### src/rtl/decred_result_collector_if.sv
// Signal bundle between the result collector, the shared hash-macro read port
// and the SPI-side result FIFO reader.
interface decred_result_collector_if #(
    parameter int NUM_MACROS = 4,
    parameter int FIFO_DEPTH = 16
);
    localparam int CNT_W = $clog2(FIFO_DEPTH) + 1;

    logic                  scan_en_i;
    logic [NUM_MACROS-1:0] data_available_i;
    logic [NUM_MACROS-1:0] macro_rd_select_o;
    logic [5:0]            hash_addr_o;
    logic [7:0]            data_from_hash_i;
    logic                  fifo_rd_en_i;
    logic [7:0]            fifo_data_o;
    logic                  fifo_empty_o;
    logic [CNT_W-1:0]      fifo_count_o;
    logic                  busy_o;
    logic                  result_irq_o;

    modport master (
        input  scan_en_i, data_available_i, data_from_hash_i, fifo_rd_en_i,
        output macro_rd_select_o, hash_addr_o, fifo_data_o, fifo_empty_o,
               fifo_count_o, busy_o, result_irq_o
    );

    modport slave (
        output scan_en_i, data_available_i, data_from_hash_i, fifo_rd_en_i,
        input  macro_rd_select_o, hash_addr_o, fifo_data_o, fifo_empty_o,
               fifo_count_o, busy_o, result_irq_o
    );
endinterface

### src/rtl/decred_result_collector.sv
// Round-robin read-out engine that copies pending hash-macro results into a byte FIFO.
// Optional feature macro: DECRED_RESULT_TAG_EN (prefix each record with a macro-index tag byte).
module decred_result_collector #(
    parameter int         NUM_MACROS       = 4,
    parameter logic [5:0] RESULT_BASE_ADDR = 6'h20,
    parameter int         RESULT_BYTES     = 4,
    parameter int         FIFO_DEPTH       = 16
) (
    input  logic                      clk_i,
    input  logic                      reset_i,
    decred_result_collector_if.master bus
);
`ifdef DECRED_RESULT_TAG_EN
    localparam bit TAG_EN = 1'b1;
`else
    localparam bit TAG_EN = 1'b0;
`endif
    localparam int REC   = RESULT_BYTES + (TAG_EN ? 1 : 0);
    localparam int AW    = (FIFO_DEPTH > 1) ? $clog2(FIFO_DEPTH) : 1;
    localparam int CNT_W = $clog2(FIFO_DEPTH) + 1;

    typedef enum logic [1:0] {
        ST_IDLE  = 2'd0,
        ST_READ  = 2'd1,
        ST_DRAIN = 2'd2
    } state_e;

    state_e                state_q, state_d;
    logic [3:0]            sel_q, sel_d;
    logic [3:0]            rr_q, rr_d;
    logic [3:0]            idx_q, idx_d;
    logic [NUM_MACROS-1:0] rd_sel_q, rd_sel_d;
    logic [5:0]            addr_q, addr_d;
    logic                  busy_q;
    logic                  irq_q;
    logic [7:0]            mem_q [FIFO_DEPTH];
    logic [AW-1:0]         wr_ptr_q, rd_ptr_q;
    logic [CNT_W-1:0]      count_q, count_d;

    logic [15:0]           avail_wide_s;
    logic [4:0]            cand_s;
    logic [3:0]            pick_sel_s;
    logic                  pick_found_s;
    logic [CNT_W-1:0]      free_s;
    logic                  start_s;
    logic                  last_s;
    logic                  push_s;
    logic                  pop_s;
    logic [7:0]            push_data_s;

    function automatic logic [AW-1:0] ptr_inc(input logic [AW-1:0] p);
        return (p == AW'(FIFO_DEPTH - 1)) ? '0 : p + AW'(1);
    endfunction

    // Round-robin search: first pending macro at or after rr_q, wrapping modulo NUM_MACROS.
    always_comb begin
        avail_wide_s = 16'(bus.data_available_i);
        pick_found_s = 1'b0;
        pick_sel_s   = 4'd0;
        cand_s       = 5'd0;
        for (int i = 0; i < NUM_MACROS; i++) begin
            cand_s = {1'b0, rr_q} + 5'(i);
            if (cand_s >= 5'(NUM_MACROS)) begin
                cand_s = cand_s - 5'(NUM_MACROS);
            end else begin
                cand_s = cand_s;
            end
            if (!pick_found_s && avail_wide_s[cand_s[3:0]]) begin
                pick_found_s = 1'b1;
                pick_sel_s   = cand_s[3:0];
            end else begin
                pick_found_s = pick_found_s;
            end
        end
    end

    // A service only starts when a whole record is guaranteed to fit.
    assign free_s  = CNT_W'(FIFO_DEPTH) - count_q;
    assign start_s = bus.scan_en_i && pick_found_s && (free_s >= CNT_W'(REC));
    assign last_s  = (idx_q == 4'(RESULT_BYTES - 1));
    assign pop_s   = bus.fifo_rd_en_i && (count_q != '0);

    // Next-state logic.
    always_comb begin
        state_d = state_q;
        case (state_q)
            ST_IDLE: begin
                if (start_s) state_d = ST_READ;
                else         state_d = ST_IDLE;
            end
            ST_READ: begin
                if (last_s) state_d = ST_DRAIN;
                else        state_d = ST_READ;
            end
            ST_DRAIN: state_d = ST_IDLE;
            default:  state_d = ST_IDLE;
        endcase
    end

    // Datapath and bus outputs; read data lags its address by one cycle.
    always_comb begin
        sel_d       = sel_q;
        rr_d        = rr_q;
        idx_d       = idx_q;
        rd_sel_d    = rd_sel_q;
        addr_d      = addr_q;
        push_s      = 1'b0;
        push_data_s = bus.data_from_hash_i;
        case (state_q)
            ST_IDLE: begin
                if (start_s) begin
                    sel_d    = pick_sel_s;
                    idx_d    = 4'd0;
                    rd_sel_d = NUM_MACROS'(1) << pick_sel_s;
                    addr_d   = RESULT_BASE_ADDR;
                end else begin
                    rd_sel_d = '0;
                    addr_d   = 6'd0;
                end
            end
            ST_READ: begin
                if (idx_q != 4'd0) begin
                    push_s = 1'b1;
                end else if (TAG_EN) begin
                    push_s      = 1'b1;
                    push_data_s = {4'h0, sel_q};
                end else begin
                    push_s = 1'b0;
                end
                if (last_s) begin
                    rd_sel_d = '0;
                    addr_d   = 6'd0;
                end else begin
                    addr_d = addr_q + 6'd1;
                    idx_d  = idx_q + 4'd1;
                end
            end
            ST_DRAIN: begin
                push_s = 1'b1;
                rr_d   = (sel_q == 4'(NUM_MACROS - 1)) ? 4'd0 : sel_q + 4'd1;
            end
            default: begin
                rd_sel_d = '0;
                addr_d   = 6'd0;
            end
        endcase
    end

    // FIFO occupancy; simultaneous push and pop leave the count unchanged.
    always_comb begin
        count_d = count_q;
        if (push_s && !pop_s) begin
            count_d = count_q + CNT_W'(1);
        end else if (pop_s && !push_s) begin
            count_d = count_q - CNT_W'(1);
        end else begin
            count_d = count_q;
        end
    end

    // State, bus and FIFO control registers.
    always_ff @(posedge clk_i) begin
        if (reset_i) begin
            state_q  <= ST_IDLE;
            sel_q    <= 4'd0;
            rr_q     <= 4'd0;
            idx_q    <= 4'd0;
            rd_sel_q <= '0;
            addr_q   <= 6'd0;
            busy_q   <= 1'b0;
            irq_q    <= 1'b0;
            wr_ptr_q <= '0;
            rd_ptr_q <= '0;
            count_q  <= '0;
        end else begin
            state_q  <= state_d;
            sel_q    <= sel_d;
            rr_q     <= rr_d;
            idx_q    <= idx_d;
            rd_sel_q <= rd_sel_d;
            addr_q   <= addr_d;
            busy_q   <= (state_d != ST_IDLE);
            irq_q    <= (count_q >= CNT_W'(REC));
            wr_ptr_q <= push_s ? ptr_inc(wr_ptr_q) : wr_ptr_q;
            rd_ptr_q <= pop_s  ? ptr_inc(rd_ptr_q) : rd_ptr_q;
            count_q  <= count_d;
        end
    end

    // FIFO storage; contents need no reset because the pointers define validity.
    always_ff @(posedge clk_i) begin
        if (push_s) begin
            mem_q[wr_ptr_q] <= push_data_s;
        end else begin
            mem_q[wr_ptr_q] <= mem_q[wr_ptr_q];
        end
    end

    assign bus.macro_rd_select_o = rd_sel_q;
    assign bus.hash_addr_o       = addr_q;
    assign bus.fifo_data_o       = mem_q[rd_ptr_q];
    assign bus.fifo_empty_o      = (count_q == '0);
    assign bus.fifo_count_o      = count_q;
    assign bus.busy_o            = busy_q;
    assign bus.result_irq_o      = irq_q;
endmodule
### src/flat_wrapper.sv
// flat-port wrapper written by rule: the top's interface ports become plain ports
module decred_result_collector_flat 
#(
    parameter int         NUM_MACROS       = 4,
    parameter logic [5:0] RESULT_BASE_ADDR = 6'h20,
    parameter int         RESULT_BYTES     = 4,
    parameter int         FIFO_DEPTH       = 16
)
  (clk_i, reset_i, bus_scan_en_i, bus_data_available_i, bus_data_from_hash_i, bus_fifo_rd_en_i, bus_macro_rd_select_o, bus_hash_addr_o, bus_fifo_data_o, bus_fifo_empty_o, bus_fifo_count_o, bus_busy_o, bus_result_irq_o);
  decred_result_collector_if #(.NUM_MACROS(NUM_MACROS), .FIFO_DEPTH(FIFO_DEPTH)) bus_i ();
  input  logic clk_i;
  input  logic reset_i;
  input wire logic [$bits(bus_i.scan_en_i)-1:0] bus_scan_en_i;
  input wire logic [$bits(bus_i.data_available_i)-1:0] bus_data_available_i;
  input wire logic [$bits(bus_i.data_from_hash_i)-1:0] bus_data_from_hash_i;
  input wire logic [$bits(bus_i.fifo_rd_en_i)-1:0] bus_fifo_rd_en_i;
  output wire logic [$bits(bus_i.macro_rd_select_o)-1:0] bus_macro_rd_select_o;
  output wire logic [$bits(bus_i.hash_addr_o)-1:0] bus_hash_addr_o;
  output wire logic [$bits(bus_i.fifo_data_o)-1:0] bus_fifo_data_o;
  output wire logic [$bits(bus_i.fifo_empty_o)-1:0] bus_fifo_empty_o;
  output wire logic [$bits(bus_i.fifo_count_o)-1:0] bus_fifo_count_o;
  output wire logic [$bits(bus_i.busy_o)-1:0] bus_busy_o;
  output wire logic [$bits(bus_i.result_irq_o)-1:0] bus_result_irq_o;
  assign bus_i.scan_en_i = bus_scan_en_i;
  assign bus_i.data_available_i = bus_data_available_i;
  assign bus_i.data_from_hash_i = bus_data_from_hash_i;
  assign bus_i.fifo_rd_en_i = bus_fifo_rd_en_i;
  assign bus_macro_rd_select_o = bus_i.macro_rd_select_o;
  assign bus_hash_addr_o = bus_i.hash_addr_o;
  assign bus_fifo_data_o = bus_i.fifo_data_o;
  assign bus_fifo_empty_o = bus_i.fifo_empty_o;
  assign bus_fifo_count_o = bus_i.fifo_count_o;
  assign bus_busy_o = bus_i.busy_o;
  assign bus_result_irq_o = bus_i.result_irq_o;
  decred_result_collector #(.NUM_MACROS(NUM_MACROS), .RESULT_BASE_ADDR(RESULT_BASE_ADDR), .RESULT_BYTES(RESULT_BYTES), .FIFO_DEPTH(FIFO_DEPTH)) u_core (.clk_i(clk_i), .reset_i(reset_i), .bus(bus_i));
endmodule
### config.mk
export PLATFORM = sky130hd
export DESIGN_NAME = decred_result_collector_flat
export DESIGN_NICKNAME = d
export VERILOG_FILES = /design/src/rtl/decred_result_collector_if.sv /design/src/rtl/decred_result_collector.sv /design/src/flat_wrapper.sv
export SDC_FILE = /design/constraint.sdc
export NUM_CORES = 1
export LEC_CHECK = 0
export CORE_MARGIN = 5
export CORE_UTILIZATION = 60
export CTS_BUF_LIST = sky130_fd_sc_hd__clkbuf_8
export CTS_CLUSTER_DIAMETER = 80
export CTS_CLUSTER_SIZE = 24
export DETAILED_ROUTE_END_ITERATION = 10
export GPL_ROUTABILITY_DRIVEN = 0
export PLACE_DENSITY = 0.8
export SETUP_SLACK_MARGIN = 0.02
export SYNTH_ARGS = -nofsm -noshare
export SYNTH_HDL_FRONTEND = slang
export SYNTH_SLANG_ARGS = --single-unit
### constraint.sdc
create_clock -name clk_i -period 4.4 [get_ports clk_i]
set_input_delay 0.88 -clock clk_i [delete_from_list [all_inputs] [get_ports clk_i]]
set_output_delay 0.88 -clock clk_i [all_outputs]
set_load 0.01 [all_outputs]
Word-level counts from Yosys, hierarchy flattened. Memories as Yosys holds them, arrays and structs flattened. A register that Yosys moved wholly into a read port is not among the register bits. Index checks and enable logic that the tools add are counted.

Add/sub/neg operators: 15. $mul: 0. Div/mod/pow operators: 0. Order comparisons: 10. Equality and inequality tests: 10. Shift-type cells: 1. Muxes and demuxes: 45. Bitwise logic cells: 2. Reductions and logical operators: 24.

Operators by type and width (number): 4-bit two-way mux (17); 5-bit by 3-bit >= comparator with 1-bit output (second input constant) (5); 4-bit by 5-bit < comparator with 1-bit output (second input constant) (4); 6-bit case mux with 3 select lines (1); 4-bit by 1-bit adder with 4-bit output (second input constant) (4); 1-bit binary-select mux with 4-bit select (4); 4-bit by 3-bit subtractor with 4-bit output (second input constant) (4); 1-bit two-way mux (13); 6-bit two-way mux (2); 4-bit case mux with 3 select lines (1); 4-bit by 2-bit adder with 5-bit output (second input constant) (2); 5-bit two-way mux (2); 4-bit by 2-bit == test with 1-bit output (second input constant) (2); 4-bit == test (second input constant) (2); 1-bit logical AND (8); 8-bit two-way mux (1); 4-bit case mux with 2 select lines (1); 6-bit by 1-bit adder with 6-bit output (second input constant) (1); 2-bit AND reduction (3); 2-bit nonzero test (3); 4-bit by 1-bit adder with 5-bit output (second input constant) (1); 5-bit by 1-bit adder with 5-bit output (second input constant) (1); 1-bit zero test (5); 5-bit zero test (1); 18 further kinds (19).

Flip-flop bits (word level): 39. Latch bits: 0. Memory bits (writable): 128. ROM bits: 0. Input bits: 16. Output and inout bits: 26. Word-level logic and storage cells: 119. Memories kept: 1.

Memories: u_core.mem_q (depth 16, width 8, read ports 1, clocked after memory_dff 1, write ports 1, line decred_result_collector.sv:36) `logic [7:0] mem_q [FIFO_DEPTH];`.

Depth between registers and ports, before layout. Gate-level depths: netlist of the first run.

Word-level depth: 19. Gate-level depth with buffers: 15.

Worst setup path before layout of the first run. Ideal clock, no wire load.

Path type: flip-flop to flip-flop. Start point: register u_core.rr_q[0]. End point: register u_core.idx_q[3]. Library setup time: 0.103 ns. Arrival: 2.651 ns. Required time: 4.297 ns. Slack: 1.645 ns. Stages on the path, launching flop included: 15. Clock period less this slack: 2.755 ns. Cell sequence: dfxtp_1 -> buf_6 -> buf_12 -> inv_1 -> ha_1 -> xor2_1 -> inv_1 -> ha_1 -> inv_1 -> o21ai_0 -> o21ai_0 -> nand3_2 -> a41oi_4 -> mux2i_1 -> a2111oi_2.

Cells in the longest elaborated chain, start to end: 18. Elaborated cells between the ends (all ways): 37. Classes of those cells: add/sub (7); order compare (4); eq/ne (1); mux (16); reduce/logical (9).

Ends and longest elaborated chain: start, declared (line decred_result_collector.sv:30) `logic [3:0] rr_q, rr_d;`; start signal, assigned (line decred_result_collector.sv:178) `rr_q <= rr_d;`; parallel branches: the longest is 13 deep, another holds 4-bit by 1-bit adder with 5-bit output; 1-bit two-way mux * (line decred_result_collector.sv:68) `if (!pick_found_s && avail_wide_s[cand_s[3:0]]) begin`; 1-bit logical AND * (2 in a row) (line decred_result_collector.sv:79) `assign start_s = bus.scan_en_i && pick_found_s && (free_s >= CNT_W'(REC));`; 2-bit by 1-bit inequality test with 1-bit output (no source line) *; 3-bit AND reduction (no source line) *; end signal, assigned (line decred_result_collector.sv:179) `idx_q <= idx_d;`; end, declared (line decred_result_collector.sv:31) `logic [3:0] idx_q, idx_d;`.

Mark *: on every way between the ends. The select of a mux whose other input is x is not followed. A chain may end at the register's enable or synchronous reset.

==> results_dict.tcl, run 1 <==
set metrics [dict create \
    ys_ff_latch 171 \
    rows 41 \
    crit_path_max_fanout 19 \
    layout-drive-gt1-share_pct 17.4 \
    critical_path_arrival_ps 2890 \
    final-hold-violation-count 0 \
    n_fill_cell 832 \
    cts_num_sinks 171 \
    layout_commonest_cell "edfxtp_1" \
    postRouteAntennaNets 0 \
    status "completed" \
    cts_root_buf "clkbuf_8" \
    route.met3.wl_um 901 \
    firstDrtPassIters 5 \
    grt_max_degree 33 \
    start_kind "register" \
    hp-class "register to register" \
    htreeDepth 4 \
    min_from "u_core.bus.macro_rd_select_o[1]$_SDFFE_PP0P_" \
    critPathKind "register to primary output" \
    cellPowerDensity_mw_per_mm2 467 \
    numPortBuffers 41 \
    clock_path_buffers 2 \
    rsz0062_at_grt "false" \
    grt_util_all_layers_pct 20.9 \
    antenna_found_initial 0 \
    wl_per_cell_um 19.7 \
    finalCriticalPeriod_ps 3770 \
    overflow 0 \
    core-area_mm2 0.0125 \
    synth_edf_count 128 \
    setup_tns_ps 0 \
    synthesis.nets 542 \
    dr_total_vias 4357 \
    drv_slew 0 \
    p_total_uw 3980 \
    setup_viol 0 \
    layout_common_cells "edfxtp_1, nor2_1, dfxtp_1" \
    vias_per_cell 5.98 \
    skew_ps 8.00 \
    finalCritPeriodShare_pct 85.7 \
    nNetsFinal 590 \
    cts_tree "yes" \
    cts_buffers 17 \
    cts.reportedPaths.clkPinSlew_ps 90 \
    syn_inst 496 \
    worst_pin_slew_ps 1200 \
    slew_headroom_pct 19.6 \
    final_cell_area_mm2 0.00853 \
    synth_area_per_cell_um2 15.2 \
    clock_latency_ps 450 \
    r2r-start "u_core.rr_q[1]$_SDFFE_PP0N_" \
    antenna_cells 0 \
    vdd_drop_max_mv 0.383 \
    max-cap-violations 0 \
    grt_pass1_vias 4440 \
    post_cts_buffers 0 \
    cts_resized 0 \
    worstPathRequired_ps 3520 \
    start_util_pct 60.6 \
    io_pins 42 \
    die-area_mm2 0.0149 \
    yosysSeqAreaShare_pct 62.3 \
    ys_warn_count 0 \
    drt_iter0_markers 426 \
    netlist_area_mm2 0.00755 \
    cts-hold-fix-buffers 0 \
    synth_flop_cell "edfxtp_1" \
    wl_met1_um 6000 \
    ys_types 59 \
    synthArstFlopShare_pct 0 \
    drc 0 \
    wl_met2_um 7190 \
    highest_layer "met4" \
    dp_hpwl_um 9780 \
    place_area_mm2 0.00814 \
    grt_pass1_wl_um 23100 \
    die_w_um 122 \
    die_y_um 122 \
    p_leak_uw 0.00283 \
    max_freq_mhz 265 \
    critPathCaptureType "primary output" \
    area_delta_synth_final_pct 13.0 \
    final_util_pct 68.4 \
    wl_um 14300 \
]
==> area by class of cell <==
type | count | area (um^2) | area share, %
inverters | 20 | 75.1 | 0.880
clock inverters | 15 | 153 | 1.79
well taps | 172 | 215 | 2.52
clock buffers | 17 | 234 | 2.74
repair buffers | 49 | 483 | 5.66
flip-flops and latches | 171 | 4710 | 55.2
multi-input cells | 285 | 2660 | 31.2
==> state kept, by name (all words and copies together), names as in the netlist, named ones only <==
| register | count |
|---|---|
| u_core.rd_ptr_q | 4 |
| u_core.bus.hash_addr_o | 6 |
| u_core.state_q | 2 |
| u_core.idx_q | 4 |
| u_core.bus.busy_o | 1 |
| u_core.mem_q | 128 |
| u_core.bus.macro_rd_select_o | 4 |
| u_core.rr_q | 4 |
| u_core.bus.result_irq_o | 1 |
| u_core.bus.fifo_count_o | 5 |
| u_core.wr_ptr_q | 4 |
| u_core.sel_q | 4 |
==> per-stage QoR <==
stage | std cells | hold WS, ps | setup WS (ps)
after floorplan | 496 | 473 | 1650
after global placement | 697 | 455 | 1070
after detailed placement | 697 | 448 | 1040
after CTS | 729 | 491 | 529
after global routing | 729 | 508 | 416
final | 729 | 487 | 630
==> logic make-up (layout without fill, tap and decap cells) <==
kind of cell             Yosys count  after routing  share of synthesized area (%)
AND/OR/NAND/NOR                  122            122                           7.46
buffers and inverters             40            101                           2.42
AO/OA/AOI/OAI                     61             61                           6.15
XOR/XNOR                          18             18                           2.19
flip-flops                       171            171                           62.3
adder cells (fa/ha/maj)           30             30                           5.07
multiplexers                      54             54                           14.4
==> Yosys cell counts, types with 4 or more instances <==
| master | n | area share [%] |
|---|---|---|
| clkbuf_1 | 9 | 0.45 |
| a21oi_1 | 15 | 0.99 |
| inv_1 | 19 | 0.94 |
| nor3_1 | 7 | 0.46 |
| mux4_2 | 41 | 12 |
| nor2_1 | 51 | 2.5 |
| edfxtp_1 | 128 | 51 |
| ha_1 | 29 | 4.8 |
| nand3_1 | 10 | 0.66 |
| o21ai_0 | 11 | 0.73 |
| a211oi_1 | 6 | 0.60 |
| xor2_1 | 11 | 1.3 |
| nor2b_1 | 4 | 0.33 |
| buf_1 | 4 | 0.20 |
| nand2b_1 | 6 | 0.50 |
| nand2_1 | 25 | 1.2 |
| xnor2_1 | 6 | 0.70 |
| dfxtp_1 | 43 | 11 |
| mux2i_1 | 11 | 1.5 |
==> worst paths after layout <==
check | to | slack [ps] | cells after the start
max | bus_fifo_data_o[2] | 630 | 4
min | u_core.bus.macro_rd_select_o[1]$_SDFFE_PP0P_ | 490 | 2
max reg2reg | u_core.idx_q[3]$_SDFFE_PP0P_ | 1150 | 13
min reg2reg | u_core.bus.macro_rd_select_o[1]$_SDFFE_PP0P_ | 490 | 2
==> routing by layer <==
metal | vias to the layer above | track usage [%]
met5 | - | 0
met4 | 0 | 6.09
met3 | 28 | 5.48
met2 | 175 | 34.9
met1 | 2161 | 27.4
li1 | 1993 | -
==> worst max-delay path, stage by stage, from the launching register on <==
cell             delay (ps)
dfxtp_2                 670
buf_12                  260
mux4_2                  510
mux4_2                  480
clkdlybuf4s50_1         500
==> report_power, final <==
group	internal [uW]	switching [uW]
logic	562	452
clock network	470	596
registers	1800	104
No activity file was read; power rests on OpenSTA's default activity.
==> run 2: changes to the inputs <==
--- a/config.mk
+++ b/config.mk
@@ -6,13 +6,12 @@
 export NUM_CORES = 1
 export LEC_CHECK = 0
 export CORE_MARGIN = 5
-export CORE_UTILIZATION = 60
+export CORE_UTILIZATION = 40
 export CTS_BUF_LIST = sky130_fd_sc_hd__clkbuf_8
 export CTS_CLUSTER_DIAMETER = 80
 export CTS_CLUSTER_SIZE = 24
 export DETAILED_ROUTE_END_ITERATION = 10
 export GPL_ROUTABILITY_DRIVEN = 0
-export PLACE_DENSITY = 0.8
 export SETUP_SLACK_MARGIN = 0.02
 export SYNTH_ARGS = -nofsm -noshare
 export SYNTH_HDL_FRONTEND = slang
==> run 2 against run 1 <==
- via count fell by 2.9%
- register-to-register slack improved by 60 ps
- critical path type unchanged
- sequential share of layout area fell by 0.30 points
- first-iteration DRC count fell by 46%
- design area rose by 0.54%
- highest routed layer unchanged
- global-route usage fell by 6.6 points
- fmax fell by 3.8%
- critical path depth did not move
- total power fell by 0.84%
==> results_dict.tcl, run 2 (synthesized netlist as in run 1, its figures left out) <==
set metrics [dict create \
    max_freq_mhz 255 \
    overflow 0 \
    cts_tree "yes" \
    cts-hold-fix-buffers 0 \
    setup_tns_ps 0 \
    regArea_mm2 0.00471 \
    cts.reportedPaths.clkPinSlew_ps 90 \
    max-cap-violations 0 \
    p_clk_share_pct 26.0 \
    seqPwrFrac_pct 48.2 \
    cts_resized 0 \
    whs_ps 477 \
    placedCellCount 756 \
    core-area_mm2 0.0186 \
    rows 50 \
    antenna_cells 0 \
    cts_buffers 17 \
    io_pins 42 \
    dp_slack_ps 874 \
    status "completed" \
    antenna_found_initial 0 \
    power_frac_comb_pct 25.7 \
    p_int_uw 2770 \
    p_sw_uw 1180 \
    worstSetupEndpoint "bus_fifo_data_o[4]" \
    die-area_mm2 0.0217 \
    regMostFlops "u_core.mem_q" \
    setup_viol 0 \
    vias_per_cell 5.37 \
    drt_iter0_markers 231 \
    clock_latency_ps 460 \
    die_w_um 147 \
    vdd_drop_max_mv 0.335 \
    p_leak_uw 0.00282 \
    finalCriticalPeriod_ps 3920 \
    largest_register_ffs 128 \
    cellPowerDensity_mw_per_mm2 460 \
    skew_ps 24.4 \
    wl_per_cell_um 19.0 \
    grt_max_degree 33 \
    dr_total_vias 4232 \
    worstPathRequired_ps 3520 \
    rsz0062_at_grt "false" \
    critical_path_arrival_ps 3040 \
    reg2reg_depth 13 \
    postRouteAntennaNets 0 \
    post_cts_buffers 0 \
    grt_pass1_wl_um 24000 \
    layout-drive-gt1-share_pct 17.3 \
    numPortBuffers 41 \
    firstDrtPassIters 4 \
    worst_pin_slew_ps 1150 \
    die_y_um 147 \
    r2r-start "u_core.rr_q[1]$_SDFFE_PP0N_" \
    multi_input_area_mm2 0.00268 \
    critPathCaptureType "primary output" \
    layout_common_cells "edfxtp_1, nor2_1, dfxtp_1" \
    area_delta_synth_final_pct 13.6 \
    clock_path_buffers 2 \
    reg2reg_setup_slack_ps 1210 \
    cts_root_buf "clkbuf_8" \
    finalCritPeriodShare_pct 89.0 \
    dp_hpwl_um 9890 \
    start_kind "register" \
    final-hold-violation-count 0 \
    grt_util_all_layers_pct 14.3 \
    nNetsFinal 587 \
    hp-class "register to register" \
    drc 0 \
    finalNonFillerCells 788 \
    htreeDepth 4 \
    start_util_pct 40.5 \
    grt_pass1_vias 4412 \
    cts_num_sinks 171 \
    crit_path_max_fanout 16 \
    layout_commonest_cell "edfxtp_1" \
    n_fill_cell 1612 \
    crit-reg2reg-capture "u_core.idx_q[3]$_SDFFE_PP0P_" \
    drv_slew 0 \
    slew_headroom_pct 22.8 \
    wl_um 14900 \
    switching_share_pct 29.9 \
    critPathKind "register to primary output" \
    setup_ws_ps 482 \
]
run 2: final cells by class:
type                       count  share of cell area (%)
clock buffer                  17                    2.73
clock inverter                15                    1.59
inverter                      20                   0.876
multi-input combinational    285                    31.3
sequential                   171                    54.9
tap                          234                    3.42
timing repair buffer          46                    5.22
run 2: worst min-delay path by stage:
stage                     cells after the start  slack [ps]                                    startpoint                                           end
after floorplan                               2         470               u_core.rd_ptr_q[3]$_SDFFE_PP0P_                                      register
after global placement                        2         460  u_core.bus.macro_rd_select_o[2]$_SDFFE_PP0P_  u_core.bus.macro_rd_select_o[2]$_SDFFE_PP0P_
after detailed placement                      2         460  u_core.bus.macro_rd_select_o[2]$_SDFFE_PP0P_  u_core.bus.macro_rd_select_o[2]$_SDFFE_PP0P_
after CTS                                     2         480  u_core.bus.macro_rd_select_o[2]$_SDFFE_PP0P_  u_core.bus.macro_rd_select_o[2]$_SDFFE_PP0P_
after global routing                          2         520  u_core.bus.macro_rd_select_o[2]$_SDFFE_PP0P_  u_core.bus.macro_rd_select_o[2]$_SDFFE_PP0P_
final                                         2         480  u_core.bus.macro_rd_select_o[0]$_SDFFE_PP0P_  u_core.bus.macro_rd_select_o[0]$_SDFFE_PP0P_
run 2: worst max-delay path, stage by stage, from the launching register on:
cell	delay (ps)
dfxtp_2	700
buf_4	360
mux4_2	540
mux4_2	480
clkdlybuf4s50_1	510
run 2: per-layer routing:
metal  GRT usage, %  routed length [um]
met1           18.5                6710
met3           2.73                 498
met4           5.03                 219
met2           24.4                7510
met5              0                   0
run 2: per-stage QoR:
| stage | instance area, um^2 | util, % | power, uW |
|---|---|---|---|
| global route | 8570 | 46.0 | 4160 |
| CTS | 8570 | 46.0 | 3990 |
| finish | 8570 | 46.0 | 3950 |
| global placement | 8200 | 44.0 | 2940 |
| floorplan | 7550 | - | 2630 |
| detailed placement | 8200 | 44.0 | 2970 |
run 2: power groups by stage:
stage	clock network (uW)	logic [uW]	registers, uW
final	1030	1020	1900
after global routing	1120	1110	1930
after CTS	1050	1030	1910
after detailed placement	0	1030	1940
after global placement	0	1000	1940
after floorplan	0	725	1900
